<file path="src/rtl/iso14443a_deframer.sv">
// ISO 14443-A PICC deframer: strips SOC, assembles LSB-first bytes with odd parity, classifies short/standard frames.
// Optional CRC_A residue check enabled by defining CRC_A_CHECK_EN (adds out_crc_ok).
module iso14443a_deframer #(
  parameter int unsigned MAX_BYTES = 64,
  parameter int unsigned TIMEOUT   = 512,
  parameter int unsigned TW        = 10
) (
  input  logic       clk,
  input  logic       in_PoR,
  input  logic       in_bit,
  input  logic       in_bit_valid,
  input  logic       in_frame_end,
  output logic [7:0] out_byte,
  output logic       out_byte_valid,
  output logic       out_parity_err,
  output logic       out_short,
  output logic [6:0] out_short_data,
  output logic       out_frame_done,
  output logic       out_frame_err,
  output logic [6:0] out_byte_count,
  output logic       out_busy
`ifdef CRC_A_CHECK_EN
  ,
  output logic       out_crc_ok
`endif
);

  typedef enum logic {IDLE, DATA} state_t;

  state_t        state, state_next;
  logic [3:0]    bit_cnt, bit_cnt_next;
  logic [8:0]    shreg, shreg_next;
  logic [TW-1:0] tmo_cnt;
  logic [6:0]    byte_count_next;
  logic          soc, byte_done, overflow, timeout, finish;
  logic          frame_err_next, short_next;

  // The end-of-frame classification uses the post-bit counters so a bit
  // arriving together with in_frame_end is accounted for first.
  always_comb begin
    state_next      = state;
    soc             = 1'b0;
    byte_done       = 1'b0;
    overflow        = 1'b0;
    timeout         = 1'b0;
    finish          = 1'b0;
    frame_err_next  = 1'b0;
    short_next      = 1'b0;
    shreg_next      = shreg;
    bit_cnt_next    = bit_cnt;
    byte_count_next = out_byte_count;
    case (state)
      IDLE: begin
        if (in_bit_valid && !in_bit) begin
          soc        = 1'b1;
          state_next = DATA;
        end
      end
      DATA: begin
        if (in_bit_valid) begin
          shreg_next   = {in_bit, shreg[8:1]};
          byte_done    = (bit_cnt == 4'd8);
          bit_cnt_next = byte_done ? '0 : bit_cnt + 4'd1;
        end
        overflow = byte_done && (out_byte_count == 7'(MAX_BYTES));
        if (byte_done && !overflow) byte_count_next = out_byte_count + 7'd1;
        timeout = !in_bit_valid && (tmo_cnt == TW'(TIMEOUT - 1));
        if (overflow) begin
          frame_err_next = 1'b1;
        end else if (in_frame_end) begin
          short_next     = (bit_cnt_next == 4'd7) && (byte_count_next == '0);
          frame_err_next = !short_next &&
                           !((bit_cnt_next == '0) && (byte_count_next != '0));
        end else begin
          frame_err_next = 1'b1;
        end
        finish = overflow || in_frame_end || timeout;
        if (finish) state_next = IDLE;
      end
      default: state_next = IDLE;
    endcase
  end

`ifdef CRC_A_CHECK_EN
  logic [15:0] crc, crc_next;

  // Reflected CRC_A over data bits only; the parity slot (bit_cnt 8) is skipped.
  always_comb begin
    crc_next = crc;
    if (state == DATA && in_bit_valid && bit_cnt != 4'd8)
      crc_next = {1'b0, crc[15:1]} ^ ((crc[0] ^ in_bit) ? 16'h8408 : 16'h0000);
  end
`endif

  always_ff @(posedge clk) begin
    if (!in_PoR) state <= IDLE;
    else         state <= state_next;
  end

  assign out_busy = (state == DATA);

  always_ff @(posedge clk) begin
    if (!in_PoR) begin
      bit_cnt        <= '0;
      shreg          <= '0;
      tmo_cnt        <= '0;
      out_byte       <= '0;
      out_byte_valid <= 1'b0;
      out_parity_err <= 1'b0;
      out_short      <= 1'b0;
      out_short_data <= '0;
      out_frame_done <= 1'b0;
      out_frame_err  <= 1'b0;
      out_byte_count <= '0;
`ifdef CRC_A_CHECK_EN
      crc            <= 16'h6363;
      out_crc_ok     <= 1'b0;
`endif
    end else begin
      out_byte_valid <= 1'b0;
      out_frame_done <= 1'b0;
      if (soc) begin
        bit_cnt        <= '0;
        shreg          <= '0;
        tmo_cnt        <= '0;
        out_byte_count <= '0;
        out_short      <= 1'b0;
        out_short_data <= '0;
        out_frame_err  <= 1'b0;
`ifdef CRC_A_CHECK_EN
        crc            <= 16'h6363;
        out_crc_ok     <= 1'b0;
`endif
      end else if (state == DATA) begin
        shreg          <= shreg_next;
        bit_cnt        <= bit_cnt_next;
        out_byte_count <= byte_count_next;
        tmo_cnt        <= in_bit_valid ? '0 : tmo_cnt + TW'(1);
`ifdef CRC_A_CHECK_EN
        crc            <= crc_next;
`endif
        if (byte_done && !overflow) begin
          out_byte       <= shreg_next[7:0];
          out_parity_err <= ~^shreg_next;
          out_byte_valid <= 1'b1;
        end
        if (finish) begin
          bit_cnt        <= '0;
          tmo_cnt        <= '0;
          out_frame_done <= 1'b1;
          out_frame_err  <= frame_err_next;
          out_short      <= short_next;
          if (short_next) out_short_data <= shreg_next[8:2];
`ifdef CRC_A_CHECK_EN
          out_crc_ok     <= !short_next && !frame_err_next &&
                            (crc_next == 16'h0000) && (byte_count_next >= 7'd3);
`endif
        end
      end
    end
  end

endmodule
</file>
<file path="config.mk">
export PLATFORM = sky130hd
export DESIGN_NAME = iso14443a_deframer
export DESIGN_NICKNAME = d
export VERILOG_FILES = /design/src/rtl/iso14443a_deframer.sv
export SDC_FILE = /design/constraint.sdc
export NUM_CORES = 1
export LEC_CHECK = 0
export CORE_UTILIZATION = 40
export CTS_CLUSTER_DIAMETER = 200
export DETAILED_ROUTE_END_ITERATION = 8
export PLACE_DENSITY_LB_ADDON = 0.3
export SLEW_MARGIN = 20
export SYNTH_ARGS = -nofsm -noshare
export SYNTH_HDL_FRONTEND = slang
export SYNTH_SLANG_ARGS = --single-unit
</file>
<file path="constraint.sdc">
create_clock -name clk -period 2.85 [get_ports clk]
set_input_delay 0.7125 -clock clk [delete_from_list [all_inputs] [get_ports clk]]
set_output_delay 0.7125 -clock clk [all_outputs]
set_load 0.1 [all_outputs]
</file>
==> impl_metrics.toml <==
[floorplan]
die_x_um = 82.2
pin_count = 33
fp-row-count = 28
dieArea_mm2 = 0.00675
fp.dieH_um = 82.2
core_mm2 = 0.00606
initial_core_util = 0.424

[setup_path]
critical_path.startpoint = "in_bit_valid"
rr_endpoint = "out_short_data[6]$_SDFFE_PP0P_"
critPathKind = "input port to register"
cpPeakStageDelay_ns = 0.44
cp-endpoint = "out_short_data[4]$_SDFFE_PP0P_"
worstPathArrival_ns = 2.61
startpoint_type = "input port"
r2r-start = "out_byte_count[0]$_SDFFE_PP0P_"
path_cells = "clkdlybuf4s50_1 -> buf_4 -> and4_1 -> o21ai_0 -> o21ai_0 -> a22o_1 -> nand4_4 -> mux2_2"
cp_slowest_cell = "clkdlybuf4s50_1"
path_max_fanout = 15
required_ns = 3.05
crit_top_cell = "o21ai_0"
cp-end-kind = "register"
reg2reg_setup_slack_ns = 0.56
r2r_cells = 7

[clock_network]
cts_resized = 0
cts_sinks = 51
cts-hold-fix-buffers = 0
post_cts_buffers = 0
cts_tree = "yes"
cts_root_buffer = "clkbuf_8"
worst_skew_pair.late_latency_ns = 0.32
h-tree-depth = 2
clockBufferDepth = 2
clkSlewWorstSetupHoldPaths_ns = 0.11
cts-buffers-inserted = 5

[timing]
slew_headroom = 0.592
layout_min_cycle_time_ns = 2.41
skew_ns = 0.0165
finalMaxSlewViolations = 0
tns_ns = 0
fmax_ghz = 0.415
hold_violations = 0
tightest_slew_ns = 0.606
finalSetupViolCount = 0
finalCritPeriodShare = 0.845
fin_ws_ns = 0.442
rsz0062_at_grt = "false"

[hold_path]
hold_class = "register to register"

[global_route]
grt_max_degree = 23
grt_pass1_vias = 1962
grt_pass1_wl_mm = 8.76
grt_usage = 0.168
antenna_found_initial = 0
grt_overflow = 0

[power]
power_switching_w = 0.000333
fin_total_pwr_w = 0.00126
peakVddDrop_v = 0.000232
power_frac_comb = 0.057
powerDensity_mw_per_mm2 = 422
p_int_w = 0.000924
sw_frac_of_total = 0.265
p_leak_nw = 1.28
seq_power_share = 0.570
p_clk_frac = 0.372

[drt]
vias = 2090
drc_errors = 0
wire_per_inst_um = 13.1
ant_nets = 0
dr.pass1.iters = 4
viasPerCell = 5.26
routed_wl_mm = 5.22
dr.first_iter.drc_count = 87

[placement]
place_ws_ns = 0.121
globalplace.congestion = 0.842
dp.final_hpwl_mm = 3.71
place_area_mm2 = 0.00288
portBuffers = 32

[job]
max_cap_viol_count = 0

[logic_synthesis]
avgSynthCellArea_um2 = 8.77
synth-edff-count = 0
synth_flop_cell = "dfxtp_1"
syn_area_mm2 = 0.00257
synth_seq_cells = 51
ys_warn_count = 0
async_flop_share = 0
syn_nets = 303
synth-seq-area-share = 0.397
synth_cell_types = 53
synthCells = 293

[layout]
drive_above_1_share = 0.186
nets = 331
areaGrowthSynthToFinish_pct = 16.0
postLayoutCellArea_mm2 = 0.00298
fillers = 606
antenna_cells = 0

[run_status]
outcome = "finished, final reports clean"
-- worst min-delay path by stage --
stage                     cells past startpoint  slack, ns                          end                         from
after CTS                                     2       0.48  out_parity_err$_SDFFE_PN0P_  out_parity_err$_SDFFE_PN0P_
after detailed placement                      2       0.47  out_parity_err$_SDFFE_PN0P_  out_parity_err$_SDFFE_PN0P_
after floorplan                               1       0.45      tmo_cnt[9]$_SDFFE_PP0P_      tmo_cnt[9]$_SDFFE_PP0P_
final                                         2       0.48  out_parity_err$_SDFFE_PN0P_  out_parity_err$_SDFFE_PN0P_
after global placement                        2       0.46  out_parity_err$_SDFFE_PN0P_  out_parity_err$_SDFFE_PN0P_
after global routing                          2       0.50  out_parity_err$_SDFFE_PN0P_  out_parity_err$_SDFFE_PN0P_
-- power groups by stage --
stage | registers, W | logic (W) | clock network [W]
floorplan | 0.000743 | 0.0000385 | 0
global placement | 0.000733 | 0.0000723 | 0
detailed placement | 0.000733 | 0.0000722 | 0
CTS | 0.000717 | 0.0000725 | 0.000487
global route | 0.000718 | 0.0000789 | 0.000512
finish | 0.000717 | 0.0000720 | 0.000468
-- flip-flops by register name, indices dropped and copies added, names as in the netlist, 4 cells and up --
signal and flops:
out_short_data 7, out_byte 8, tmo_cnt 10, out_byte_count 7, bit_cnt 4, shreg 9
-- worst max-delay path: cells and delay by family --
kind / cells / cell delay (ns)
multiplexers: 1 / 0.35
AND/OR/NAND/NOR: 2 / 0.38
buffers and inverters: 2 / 0.64
AO/OA/AOI/OAI: 3 / 0.52
-- cell families after synthesis --
group                      Yosys count  synth area share
xor gates and xnor gates            15            0.0511
muxes                               17            0.0716
and+or+nand+nor                    121             0.248
AOI/OAI and AO/OA                   59             0.161
DFF                                 51             0.397
buffers and inverters               25            0.0462
adders and majority gates            5            0.0243
-- cell type report --
class / instances / area (um2) / share of cell area
clock buffer: 5 / 68.8 / 0.0231
multi-input combinational: 217 / 1430 / 0.480
sequential: 51 / 1020 / 0.343
tap: 75 / 93.8 / 0.0315
timing repair buffer: 40 / 310 / 0.104
inverter: 6 / 22.5 / 0.00756
clock inverter: 3 / 33.8 / 0.0113
-- layout by cell type (no fill, tap or decap), types with 2 or more instances in the layout --
cell type	count
a21oi_1	16
a22o_1	2
a311oi_1	4
and2_1	9
and3_1	6
buf_4	36
clkbuf_8	5
clkdlybuf4s50_1	4
dfxtp_1	51
ha_1	5
inv_1	5
inv_6	2
mux2_2	7
mux2i_1	9
nand2_1	35
nand2b_1	2
nand3_1	6
nand3b_1	3
nand4_1	3
nor2_1	33
nor2b_1	5
nor3_1	4
nor3b_1	4
nor4_1	2
o2111ai_1	2
o211a_1	8
o21ai_0	14
o22ai_1	2
xnor2_1	10
xor2_1	5
-- stage by stage --
stage	cells	hold slack (ns)	util
2_1_floorplan	293	0.453	-
3_3_place_gp	389	0.456	0.475
3_5_place_dp	389	0.468	0.475
4_1_cts	397	0.485	0.492
5_1_grt	397	0.499	0.492
6_report	397	0.477	0.492
-- routing by layer --
metal | wire length, um | track usage
met2 | 2450 | 0.290
met5 | 0 | 0
met1 | 2580 | 0.209
met4 | 21 | 0.0421
met3 | 158 | 0.0407
-- synth_stat cells (all sizes together), types with 2 or more instances --
cell type / n / share of area
xnor2: 10 / 0.034
nand3b: 3 / 0.0088
xor2: 5 / 0.017
clkbuf: 9 / 0.014
a22o: 2 / 0.0068
buf: 10 / 0.024
nor2: 33 / 0.048
mux2: 8 / 0.037
nor3: 4 / 0.0078
o211a: 8 / 0.031
o2111ai: 2 / 0.0068
nand2: 36 / 0.054
ha: 5 / 0.024
nor4: 3 / 0.0097
nand4: 4 / 0.016
a21oi: 16 / 0.031
dfxtp: 51 / 0.40
and2: 9 / 0.022
inv: 6 / 0.0088
o21ai: 14 / 0.027
mux2i: 9 / 0.035
nor3b: 4 / 0.012
nor2b: 5 / 0.012
nand2b: 2 / 0.0049
o22ai: 2 / 0.0049
a311oi: 4 / 0.014
nand3: 6 / 0.012
and3: 6 / 0.015
Note: power is estimated with default switching activity, not from simulation.
